File: config.mk
export PLATFORM = sky130hd
export DESIGN_NAME = quasi_static_irq_capture
export DESIGN_NICKNAME = d
export VERILOG_FILES = /design/src/rtl/quasi_static_irq_capture.sv
export SDC_FILE = /design/constraint.sdc
export NUM_CORES = 1
export LEC_CHECK = 0
export ABC_AREA = 1
export ABC_CLOCK_PERIOD_IN_PS = 4500
export CORE_MARGIN = 2
export CORE_UTILIZATION = 40
export DETAILED_ROUTE_END_ITERATION = 8
export GPL_ROUTABILITY_DRIVEN = 0
export MAX_ROUTING_LAYER = met4
export PLACE_DENSITY = 0.74
export SETUP_SLACK_MARGIN = 0.4
export SLEW_MARGIN = 20
export SYNTH_ARGS = -nofsm -noshare
export SYNTH_HDL_FRONTEND = slang
export SYNTH_SLANG_ARGS = --single-unit
File: constraint.sdc
create_clock -name clk -period 4.5 [get_ports clk]
set_input_delay 0.9 -clock clk [delete_from_list [all_inputs] [get_ports clk]]
set_output_delay 0.9 -clock clk [all_outputs]
set_load 0.05 [all_outputs]
File: src/rtl/quasi_static_irq_capture.sv
// Debounces a quasi-static status word and turns filtered rising edges into
// sticky, maskable, acknowledgeable per-bit interrupts with overflow tracking.
module quasi_static_irq_capture #(
  parameter int unsigned DATA_WIDTH    = 32,
  parameter int unsigned STABLE_CYCLES = 2
) (
  input  logic                  clk,
  input  logic                  rst,
  input  logic [DATA_WIDTH-1:0] data_in,
  input  logic [DATA_WIDTH-1:0] enable_mask,
  input  logic                  ack_valid,
  input  logic [DATA_WIDTH-1:0] ack_mask,
  output logic [DATA_WIDTH-1:0] irq_out,
  output logic [DATA_WIDTH-1:0] irq_pending,
  output logic [DATA_WIDTH-1:0] overflow,
  output logic [15:0]           change_count
);

  localparam logic [7:0] StableMax  = 8'(STABLE_CYCLES);
  localparam logic [7:0] StableLoad = 8'(STABLE_CYCLES - 1);

  logic [DATA_WIDTH-1:0] sample_q, filtered_q, rise_q, pending_q, irq_q, overflow_q;
  logic [DATA_WIDTH-1:0] filtered_d, rise_d, pending_d, irq_d, overflow_d, ack_clr;
  logic [7:0]            stable_q, stable_d;
  logic [15:0]           count_q, count_d;
  logic                  same, load;

  always_comb begin
    same       = (data_in == sample_q);
    stable_d   = 8'd0;
    load       = 1'b0;
    filtered_d = filtered_q;
    rise_d     = '0;
    count_d    = count_q;

    if (same) begin
      stable_d = (stable_q == StableMax) ? stable_q : stable_q + 8'd1;
      load     = (stable_q == StableLoad) && (sample_q != filtered_q);
    end

    if (load) begin
      filtered_d = sample_q;
      rise_d     = sample_q & ~filtered_q;
      if (count_q != 16'hFFFF) count_d = count_q + 16'd1;
    end

    // Rise is applied after the ack clear so a coincident ack cannot drop a new event.
    ack_clr    = ack_valid ? ack_mask : '0;
    pending_d  = (pending_q & ~ack_clr) | rise_q;
    overflow_d = overflow_q | (rise_q & pending_q & ~ack_clr);
    irq_d      = pending_d & enable_mask;
  end

  always_ff @(posedge clk) begin
    if (rst) begin
      sample_q   <= '0;
      filtered_q <= '0;
      rise_q     <= '0;
      stable_q   <= 8'd0;
      pending_q  <= '0;
      irq_q      <= '0;
      overflow_q <= '0;
      count_q    <= 16'd0;
    end else begin
      sample_q   <= data_in;
      filtered_q <= filtered_d;
      rise_q     <= rise_d;
      stable_q   <= stable_d;
      pending_q  <= pending_d;
      irq_q      <= irq_d;
      overflow_q <= overflow_d;
      count_q    <= count_d;
    end
  end

  assign irq_out      = irq_q;
  assign irq_pending  = pending_q;
  assign overflow     = overflow_q;
  assign change_count = count_q;

endmodule

## Word-level counts from Yosys, hierarchy flattened

Index checks and enable logic that the tools add are counted.

- Shift-type cells: 0
- Order comparisons: 0
- Bitwise logic cells: 11
- $mul: 0
- $add $sub $neg: 2
- Mux-type cells: 2
- Reduce and logical (&&, ||, !) cells: 4
- Div/mod/pow operators: 0
- Equal/unequal tests: 5

Operators with widths:

| kind | number |
|---|---|
| 32-bit bitwise AND | 5 |
| 32-bit NOT | 2 |
| 32-bit OR | 2 |
| 32-bit equality test | 1 |
| 32-bit two-way mux | 1 |
| 32-bit inequality test | 1 |
| 16-bit by 1-bit adder with 16-bit output, second input constant | 1 |
| 16-bit inequality test, second input constant | 1 |
| 8-bit by 1-bit adder with 8-bit output, second input constant | 1 |
| 8-bit by 1-bit equality test with 1-bit output, second input constant | 1 |
| 8-bit by 2-bit equality test with 1-bit output, second input constant | 1 |
| 2-bit OR reduction | 2 |
| 1-bit NOT | 2 |
| 2-bit AND reduction | 1 |
| 1-bit logical AND | 1 |
| 1-bit two-way mux | 1 |

- Memory bits (read-only): 0
- Memories kept: 0
- Latch bits: 0
- Output and inout port bits: 112
- Input bits: 99
- RAM bits: 0
- Bits in registers: 216

## Depth between registers and ports, before layout

- Word-level depth: 5
- Depth in mapped cells: 13

## Least setup slack after synthesis

No wires, ideal clock.

- Path kind: reg-to-reg
- From: register count_q[0], in the netlist change_count[0]
- To: register count_q[14], in the netlist change_count[14]
- Setup slack: 2477 ps
- Arrival time: 1908 ps
- Stages on the path, launching flop included: 13
- Path buffers: 0
- Required time: 4386 ps
- Library setup time: 114 ps
- Path through: dfxtp_1 > ha_1 > nand2_1 > nor2_1 > nand3_1 > nor2_1 > nor2_1 > nand2_1 > inv_1 > nand2_1 > nor2_1 > nor2_1 > nor2_1

- Cells in the longest elaborated chain, start to end: 2

RTL lines:

| what | line | text |
|---|---|---|
| from (decl) | 25 | `logic [15:0] count_q, count_d;` |
| from (signal assigned) | 72 | `count_q <= count_d;` |
| parallel branches: the longest is 2 deep, another holds 16-bit by 1-bit adder with 16-bit output | -- |  |

Several ways; the timed one is not identified.
A chain may end at the register's enable or synchronous reset.

## Final worst setup path

- From: input data_in[19]
- To: register filtered_q[13]

- Cells in the longest elaborated chain, start to end: 2

RTL lines:

| what | line | text |
|---|---|---|
| from (decl) | 9 | `input logic [DATA_WIDTH-1:0] data_in,` |
| 32-bit equality test | 29 | `same = (data_in == sample_q);` |
| 1-bit two-way mux | 36 | `if (same) begin` |
| to (signal assigned) | 66 | `filtered_q <= filtered_d;` |
| to (decl) | 22 | `logic [DATA_WIDTH-1:0] sample_q, filtered_q, rise_q, pending_q, irq_q, overflow_q;` |

Every way passes these cells.

==> reports/qor.tcl <==
set qor(post_synth_inst_count) 1180
set qor(vias_in_the_first_global_route) 7790
set qor(avgViaCountPerCell) 4.73
set qor(critPathMaxStageDelay_ps) 600
set qor(global_route_usage_over_all_layers) 0.195
set qor(io-pin-count) 211
set qor(crit_top_cell) {sky130_fd_sc_hd__nand2_1}
set qor(drt-total-wl_um) 22400
set qor(floorplan.rows) 54
set qor(max_slew_headroom) 0.415
set qor(cts_setup_buffers) 0
set qor(pre_cts_setup_slack_ps) 1130
set qor(initial_antenna_violation_count) 0
set qor(nets) 1518
set qor(vdd_ir_drop_max_v) 0.000188
set qor(path_buf_inv) 4
set qor(yosys.area.top_type) {sky130_fd_sc_hd__dfxtp_1}
set qor(die_height_um) 152
set qor(placeableCoreArea_sq_mm) 0.0217
set qor(critical_path.max_fanout) 32
set qor(synth_warnings) 0
set qor(wl_per_cell_um) 13.3
set qor(post_synth_main_area_contributors) {sky130_fd_sc_hd__dfxtp_1, sky130_fd_sc_hd__nand2_1, sky130_fd_sc_hd__nor2_1}
set qor(power_switching_share) 0.215
set qor(async_reset_ff_frac) 0
set qor(worst_skew_pair.late_latency_ps) 510
set qor(cp.depth) 13
set qor(timing.critical_path.max_delay_family) {simple AND/OR/NAND/NOR gates}
set qor(power_leakage_nw) 4.82
set qor(maximum_capacitance_violations) 0
set qor(fin_worst_skew_ps) 11.2
set qor(post_synth.cell_area_avg_sq_um) 7.44
set qor(critPathArrivalTime_ps) 3200
set qor(achievable-frequency_mhz) 351
set qor(setup_violations) 0
set qor(post_detailed_placement_half_perimeter_wirelength_um) 15800
set qor(pwr-share-comb) 0.062
set qor(setup.worst_path.class) {input port to flip-flop}
set qor(r2r.worst_path.cells) 9
set qor(yosys.cell_types.count) 27
set qor(synth_most_common_cell) {sky130_fd_sc_hd__nand2_1}
set qor(dr.pass1.iters) 4
set qor(fill_cells) 1959
set qor(postCtsHoldBufs) 0
set qor(worst_r2r_endpoint) {rise_q[24]}
set qor(pwr-share-seq) 0.465
set qor(crit_path_start) {data_in[19]}
set qor(finalCritPeriodShare) 0.634
set qor(ff2ff_setup_slack_ps) 1940
set qor(power.total_w) 0.00419
set qor(critical-path-slowest-cell) {sky130_fd_sc_hd__nand3_2}
set qor(die_w_um) 152
set qor(pin_count_of_the_biggest_net_entering_global_routing) 83
set qor(clkPwrFrac) 0.473
set qor(grt_setup_unrepaired) {false}
set qor(postSynthRegisterBits) 216
set qor(power.internal_w) 0.00329
set qor(period_needed_ps) 2850
set qor(cell_total_after_placement) 1637
set qor(antenna_left) 0
set qor(tritoncts.num_buffers) 24
set qor(layout.core_utilization) 0.549
set qor(tritoncts) {built}
set qor(synth_edf_count) 0
set qor(clock_sinks) 216
set qor(global_route_overflow) 0
set qor(cts_h_tree_depth) 1
set qor(max_slew.worst_pin.slew_ps) 878
set qor(totalNegativeSetupSlack_ps) 0
set qor(antenna_cells_inserted) 0
set qor(timing.critical_path.cells) {clkdlybuf4s50_1 -> inv_1 -> nand2_1 -> nand2_1 -> inv_1 -> nand2_1 -> nor2_1 -> nand2_1 -> nor2_1 -> nand3_2 -> buf_4 -> nand2_1 -> a21oi_1}
set qor(synthToLayoutAreaGrowth_pct) 35.7
set qor(synth-main-ff-cell) {sky130_fd_sc_hd__dfxtp_1}
set qor(cp.required_ps) 4850
set qor(timing.rr.start) {sample_q[21]}
set qor(via_count) 7933
set qor(post_layout_nonfiller_instances) 1678
set qor(timing.final.hold_violations) 0
set qor(cts.clk_slew.worst_paths_ps) 60
set qor(netlist_area_sq_mm) 0.00877
set qor(initial_core_util) 0.405
set qor(final_critical_path_setup_slack_ps) 1650
set qor(clock_tree_root) {sky130_fd_sc_hd__clkbuf_16}
set qor(die_area_sq_mm) 0.0231
set qor(drive_above_1_share) 0.0393
set qor(number_of_slew_limit_violations_in_the_final_report) 0
set qor(synth.yosys.seq_area_share) 0.493
set qor(synth.top_cells.by_count) {sky130_fd_sc_hd__nand2_1, sky130_fd_sc_hd__nor2_1, sky130_fd_sc_hd__dfxtp_1}
set qor(endpoint_kind) {flip-flop}
set qor(status) {completed}
set qor(pwr_density_cell_mw_per_mm2) 352
set qor(post_cts_resized) 0
set qor(power.net_switching_w) 0.000900
set qor(multi_input_area_sq_mm) 0.00366
set qor(grt_first_pass_wirelength_um) 37100
set qor(drt-initial-drc-count) 428
set qor(io_port_bufs) 210
set qor(critPathLaunchType) {input port}
set qor(drc_violation_count_after_routing) 0
set qor(synth.net_count) 1315
set qor(cts.path.max_buffers) 3
set qor(min_path_type) {flip-flop to flip-flop}
set qor(synth_largest_type_area_fraction) 0.493
set qor(crit_path_end) {filtered_q[13]}
set qor(area.sequential_sq_mm) 0.00432
-- cells by family (layout without fill, tap and decap cells) --
family,count (synthesis),in the layout,synth area share
buffers and inverters,204,422,0.0910
DFF,216,216,0.493
xor gates and xnor gates,9,9,0.00898
muxes,1,1,0.00128
adders and majority gates,36,36,0.0513
AOI/OAI and AO/OA,100,100,0.0620
and+or+nand+nor,614,614,0.293
-- sequential cells by signal, summed over array words and instances (netlist names) --
name          flops
rise_q           32
sample_q         32
irq_pending      32
filtered_q       32
stable_q          8
change_count     16
irq_out          32
overflow         32
-- power by group through the flow --
stage / clock network [W] / logic (W) / registers (W)
after floorplan: 0 / 0.000132 / 0.00198
after global placement: 0 / 0.000255 / 0.00199
after detailed placement: 0 / 0.000258 / 0.00199
after CTS: 0.00203 / 0.000261 / 0.00195
after global routing: 0.00211 / 0.000293 / 0.00195
final: 0.00198 / 0.000260 / 0.00195
-- layout make-up --
class | instances | share of cell area
well taps | 280 | 0.0294
multi-input cells | 760 | 0.308
flip-flops and latches | 216 | 0.363
inverters | 165 | 0.0520
clock buffers | 34 | 0.0579
repair buffers | 216 | 0.180
clock inverters | 7 | 0.00925
-- cell usage in the layout, fill, tap and decap left out --
master and n:
sky130_fd_sc_hd__a21oi_1 66, sky130_fd_sc_hd__a21oi_4 1, sky130_fd_sc_hd__a31oi_1 32, sky130_fd_sc_hd__and2_1 1, sky130_fd_sc_hd__buf_4 7, sky130_fd_sc_hd__bufinv_16 3
sky130_fd_sc_hd__clkbuf_1 6, sky130_fd_sc_hd__clkbuf_16 25, sky130_fd_sc_hd__clkbuf_8 3, sky130_fd_sc_hd__clkdlybuf4s50_1 209, sky130_fd_sc_hd__clkinv_1 1, sky130_fd_sc_hd__clkinv_2 4
sky130_fd_sc_hd__dfxtp_1 216, sky130_fd_sc_hd__ha_1 36, sky130_fd_sc_hd__inv_1 157, sky130_fd_sc_hd__inv_2 7, sky130_fd_sc_hd__mux2_2 1, sky130_fd_sc_hd__nand2_1 269
sky130_fd_sc_hd__nand2_2 1, sky130_fd_sc_hd__nand3_1 46, sky130_fd_sc_hd__nand3_2 1, sky130_fd_sc_hd__nand4_1 22, sky130_fd_sc_hd__nor2_1 235, sky130_fd_sc_hd__nor2_4 1
sky130_fd_sc_hd__nor3_1 4, sky130_fd_sc_hd__nor3_2 1, sky130_fd_sc_hd__nor3b_1 33, sky130_fd_sc_hd__o21ai_0 1, sky130_fd_sc_hd__xnor2_1 4, sky130_fd_sc_hd__xor2_1 5
-- how the worst min path moves through the flow --
stage / startpoint / to / cells past startpoint
after floorplan: filtered_q[26] / filtered_q[26] / 2
after global placement: overflow[15] / overflow[15] / 2
after detailed placement: filtered_q[19] / filtered_q[19] / 2
after CTS: filtered_q[19] / filtered_q[19] / 2
after global routing: filtered_q[18] / filtered_q[18] / 2
final: filtered_q[17] / filtered_q[17] / 2
-- worst min-delay path: stages, from the launching register on --
cell and delay [ps]:
sky130_fd_sc_hd__dfxtp_1 300, sky130_fd_sc_hd__nand2_1 60, sky130_fd_sc_hd__a21oi_1 50
-- per-layer routing --
metal	part of all wire	vias up	track usage	wire, um
li1	-	4083	-	-
met1	0.44	3606	0.237	9930
met2	0.47	208	0.328	10600
met3	0.059	36	0.0394	1320
met4	0.024	0	0.0601	533
met5	0	-	-	0
-- stage by stage --
step	instance area [sq um]	hold slack [ps]
floorplan	8770	440
global placement	11100	447
detailed placement	11100	452
CTS	11900	461
global route	11900	473
finish	11900	461
Power figures use the tool's default switching activity.
